`src/rtl/updw_pkg.sv`:
```
// updw_pkg: shared state encoding and count limits for the up/down counter monitor
package updw_pkg;
  typedef enum logic [1:0] {S_IDLE, S_FIRST, S_LOCKED} state_t;
  localparam int COUNT_W = 3;
  localparam logic [COUNT_W-1:0] COUNT_MAX = 3'd7;
  localparam logic [COUNT_W-1:0] COUNT_MIN = 3'd0;
endpackage

```
`src/rtl/updw_next_expect.sv`:
```
// updw_next_expect: predicts the next triangle-counter value and direction
// last: previously accepted sample; dir: current direction (1=up)
// expected: value the next sample must carry; next_dir: direction after accepting it
module updw_next_expect
  import updw_pkg::*;
(
  input  logic [COUNT_W-1:0] last,
  input  logic               dir,
  output logic [COUNT_W-1:0] expected,
  output logic               next_dir
);
  always_comb begin
    expected = dir ? (last == COUNT_MAX ? last - 3'd1 : last + 3'd1)
                   : (last == COUNT_MIN ? last + 3'd1 : last - 3'd1);
    next_dir = dir ? last != COUNT_MAX : last == COUNT_MIN;
  end
endmodule

```
`src/rtl/updw_monitor.sv`:
```
// updw_monitor: locks onto a 3-bit triangle count stream and flags/counts deviations
// in:  clk, reset_n (async, active-low), valid, count_in, clear (sync, counters/error only)
// out: locked, dir, error (sticky), err_count (saturating), period_count (wrapping),
//      peak/trough (one-cycle pulses on accepted 7/0 while locked)
module updw_monitor
  import updw_pkg::*;
#(
  parameter int PERIOD_W = 8,
  parameter int ERRCNT_W = 8
) (
  input  logic                clk,
  input  logic                reset_n,
  input  logic                valid,
  input  logic [COUNT_W-1:0]  count_in,
  input  logic                clear,
  output logic                locked,
  output logic                dir,
  output logic                error,
  output logic [ERRCNT_W-1:0] err_count,
  output logic [PERIOD_W-1:0] period_count,
  output logic                peak,
  output logic                trough
);
  state_t state, state_d;
  logic [COUNT_W-1:0] last, last_d, expected;
  logic next_dir, dir_d, locked_d, error_d, peak_d, trough_d;
  logic [ERRCNT_W-1:0] err_d;
  logic [PERIOD_W-1:0] per_d;
  updw_next_expect u_next (.last, .dir, .expected, .next_dir);
  always_ff @(posedge clk or negedge reset_n)
    if (!reset_n) begin
      state        <= S_IDLE;
      last         <= '0;
      dir          <= 1'b0;
      locked       <= 1'b0;
      error        <= 1'b0;
      err_count    <= '0;
      period_count <= '0;
      peak         <= 1'b0;
      trough       <= 1'b0;
    end else begin
      state        <= state_d;
      last         <= last_d;
      dir          <= dir_d;
      locked       <= locked_d;
      error        <= error_d;
      err_count    <= err_d;
      period_count <= per_d;
      peak         <= peak_d;
      trough       <= trough_d;
    end
  always_comb begin
    state_d  = state;
    last_d   = last;
    dir_d    = dir;
    locked_d = locked;
    error_d  = error;
    err_d    = err_count;
    per_d    = period_count;
    peak_d   = 1'b0;
    trough_d = 1'b0;
    if (valid) begin
      last_d = count_in;
      case (state)
        S_IDLE: state_d = S_FIRST;
        S_FIRST:
          if (count_in == last + 3'd1 && last != COUNT_MAX) begin
            dir_d    = 1'b1;
            locked_d = 1'b1;
            state_d  = S_LOCKED;
          end else if (count_in == last - 3'd1 && last != COUNT_MIN) begin
            dir_d    = 1'b0;
            locked_d = 1'b1;
            state_d  = S_LOCKED;
          end
        S_LOCKED:
          if (count_in == expected) begin
            dir_d    = next_dir;
            peak_d   = count_in == COUNT_MAX;
            trough_d = count_in == COUNT_MIN;
            per_d    = count_in == COUNT_MIN ? period_count + 1'b1 : period_count;
          end else begin
            error_d  = 1'b1;
            err_d    = &err_count ? err_count : err_count + 1'b1;
            locked_d = 1'b0;
            state_d  = S_FIRST;
          end
        default: state_d = S_IDLE;
      endcase
    end
    // clear overrides any same-cycle mismatch or trough update
    if (clear) begin
      error_d = 1'b0;
      err_d   = '0;
      per_d   = '0;
    end
  end
endmodule

```
`config.mk`:
```
export PLATFORM = sky130hd
export DESIGN_NAME = updw_monitor
export DESIGN_NICKNAME = d
export VERILOG_FILES = /design/src/rtl/updw_pkg.sv /design/src/rtl/updw_next_expect.sv /design/src/rtl/updw_monitor.sv
export SDC_FILE = /design/constraint.sdc
export NUM_CORES = 1
export LEC_CHECK = 0
export ABC_AREA = 1
export CORE_ASPECT_RATIO = 1.1
export CORE_UTILIZATION = 57
export DETAILED_ROUTE_END_ITERATION = 8
export HOLD_SLACK_MARGIN = 0.1
export PLACE_DENSITY_LB_ADDON = 0.1
export SLEW_MARGIN = 0
export SYNTH_ARGS = -nofsm -noshare
export SYNTH_HDL_FRONTEND = slang
export SYNTH_SLANG_ARGS = --single-unit
```
`constraint.sdc`:
```
create_clock -name clk -period 4.8 [get_ports clk]
set_input_delay 0.48 -clock clk [delete_from_list [all_inputs] [get_ports clk]]
set_output_delay 0.48 -clock clk [all_outputs]
set_load 0.05 [all_outputs]
```
==> metrics.yaml <==
status:
  outcome: "completed"
global_route:
  grt_usage_pct: 24.5
  grt_pass1_vias: 1347
  grt_pass1_wl_um: 5810
  antenna_found_initial: 0
  overflow: 0
  grt_max_degree: 27
die:
  die_h_um: 59.1
  die_area_sq_mm: 0.00319
  start_util_pct: 60.4
  core_sq_mm: 0.00280
  die_w_um: 53.9
  pin_count: 28
  rows: 20
pwr:
  ir_drop_mv: 0.392
  power_leakage_nw: 1.04
  power_density_mw_per_mm2: 343
yosys:
  syn_nets: 249
  yosysSeqAreaShare_pct: 38.5
  yosys.area.top_type_share_pct: 38.5
  synth.area.top_cells: "dfrtp_1 38%, nand2_1 19%, nand3_1 6.5%"
  yosysUniqueCellTypes: 26
  netlist_area_sq_mm: 0.00169
  syn_inst: 236
  yosysWarnings: 0
  synth_area_per_cell_sq_um: 7.17
  synth_top_area_cell: "dfrtp_1"
  synth_seq_cells: 26
routing:
  drc: 0
  first_iter_violations: 52
  vias: 1541
  wl_um: 3470
  drt-pass1-iter-count: 4
  post_drt_via_cell_ratio: 5.17
  wire_per_inst_um: 11.6
  ant_nets: 0
timing:
  fmax_mhz: 438
  finalCritPeriodShare_pct: 47.5
  rsz0062_at_grt: "no"
  slew_headroom_pct: 59.1
  finalMaxSlewViolations: 0
  tns_ps: 0
  hold_viol_final: 0
  period_needed_ps: 2280
  final-setup-viol-count: 0
  tightest_slew_ps: 612
  hold_slack_ps: 505
  fin_skew_ps: 11.2
setup_path:
  slowest_stage: "clkdlybuf4s50_1"
  start_kind: "input port"
  r2r_cells: 12
  cp_cell_sequence: "clkdlybuf4s50_1, inv_1, nand3_1, o21ai_2, inv_2, nand3_4, nand2_1, nand2_1"
  cp_top_family: "buffers and inverters"
  required_ps: 5040
  path_common_cell: "nand2_1"
  path_buf_inv: 3
  r2r_end: "period_count[5]$_DFFE_PN0P_"
  r2r_slack_ps: 2970
  crit_path_end_kind: "flop"
  worstPathArrival_ps: 2520
  crit_fanout: 17
  critPathKind: "in -> reg"
  regToRegStartpoint: "last[0]$_DFFE_PN0P_"
  slowest_delay_ps: 860
clocking:
  cts.root.buffer_cell: "clkbuf_4"
  cts_buffers: 3
  cts_buffer_depth: 2
  cts.htree.levels: 1
  clock_sinks: 26
  cts_tree: "built"
  insertion_delay_ps: 330
  cts_resized: 0
  cts_hold_buf: 0
  clkTransAtPathRegs_ps: 150
  cts_setup_buffers: 0
hold_path:
  hold_path.class: "in -> async"
place:
  io_buffer_count: 27
  gp_congestion: 0.866
  dp_hpwl_um: 2560
cells_and_area:
  areaGrowthSynthToFinish_pct: 21.2
  diodes: 0
  drive_above_1_share_pct: 9.81
  final_cell_mix: "87 x nand2_1, 27 x clkdlybuf4s50_1, 26 x dfrtp_1, 22 x inv_1, 22 x nand3_1"
  final_nets: 279
  num-fill-cells: 243
  final_common_cell: "nand2_1"
job:
  maxCapViolCount: 0
## cell usage after synthesis, drive strengths merged
cell type,n
a21oi,3
buf,2
clkbuf,1
dfrtp,26
ha,6
inv,29
nand2,93
nand3,24
nand4,10
nor2,19
nor3,5
nor3b,4
nor4,1
o211ai,1
o21ai,6
or2,1
xnor2,2
xor2,3
## report_power, final
part / switching [W] / internal (W) / leakage [nW] / total [W]
combinational: 0.000188 / 0.0000893 / 0.667 / 0.000278
sequential: 0.0000262 / 0.000246 / 0.348 / 0.000272
clock: 0.0000683 / 0.0000845 / 0.0279 / 0.000153
total: 0.000283 / 0.000419 / 1.04 / 0.000703
## layout make-up
class                           count  area (sq um)  share of cell area, %
Timing Repair Buffer               28           278                   13.6
Clock buffer                        3          22.5                   1.10
Clock inverter                      1          30.0                   1.47
Multi-Input combinational cell    178           918                   44.8
Inverter                           29           109                   5.31
Tap cell                           33          41.3                   2.01
Sequential cell                    26           651                   31.7
## cell families (layout without fill, tap and decap cells)
group,count (synthesis),after routing,synth area share [%]
AO/OA/AOI/OAI,10,10,3.33
XOR/XNOR,5,5,2.59
adder cells (fa/ha/maj),6,6,4.44
buffers and inverters,32,61,7.25
flip-flops,26,26,38.5
AND/OR/NAND/NOR,157,157,43.9
## metal layers
| layer | up-vias | global-route usage [%] | wire [um] |
|---|---|---|---|
| met1 | 694 | 36.6 | 1730 |
| met5 | - | 0 | 0 |
| met3 | 4 | 2.31 | 108 |
| met2 | 32 | 37.4 | 1600 |
| li1 | 811 | - | - |
| met4 | 0 | 6.39 | 33 |
## how the worst max path moves through the flow
stage	from	endpoint	slack [ps]	depth (start not counted)
3_5_place_dp	clear	err_count[7]$_DFFE_PN0P_	2170	8
3_3_place_gp	clear	err_count[5]$_DFFE_PN0P_	2270	8
2_1_floorplan	err_count[0]$_DFFE_PN0P_	err_count[5]$_DFFE_PN0P_	2920	11
5_1_grt	clear	err_count[1]$_DFFE_PN0P_	2360	8
4_1_cts	clear	err_count[7]$_DFFE_PN0P_	2530	8
6_report	clear	err_count[5]$_DFFE_PN0P_	2520	8
## metrics by stage
stage / power, W / instance area (sq um) / instances / setup slack [ps] / util [%]
2_1_floorplan: 0.000474 / 1690 / 236 / 2920 / -
3_3_place_gp: 0.000545 / 2000 / 294 / 2270 / 71.3
3_5_place_dp: 0.000553 / 2000 / 294 / 2170 / 71.3
4_1_cts: 0.000705 / 2050 / 298 / 2530 / 73.1
5_1_grt: 0.000744 / 2050 / 298 / 2360 / 73.1
6_report: 0.000703 / 2050 / 298 / 2520 / 73.1
## sequential cells by signal (all words and copies together) (netlist names)
name,flops
err_count,8
state,2
period_count,8
locked,1
trough,1
dir,1
last,3
peak,1
error,1
No activity file was read; power rests on OpenSTA's default activity.
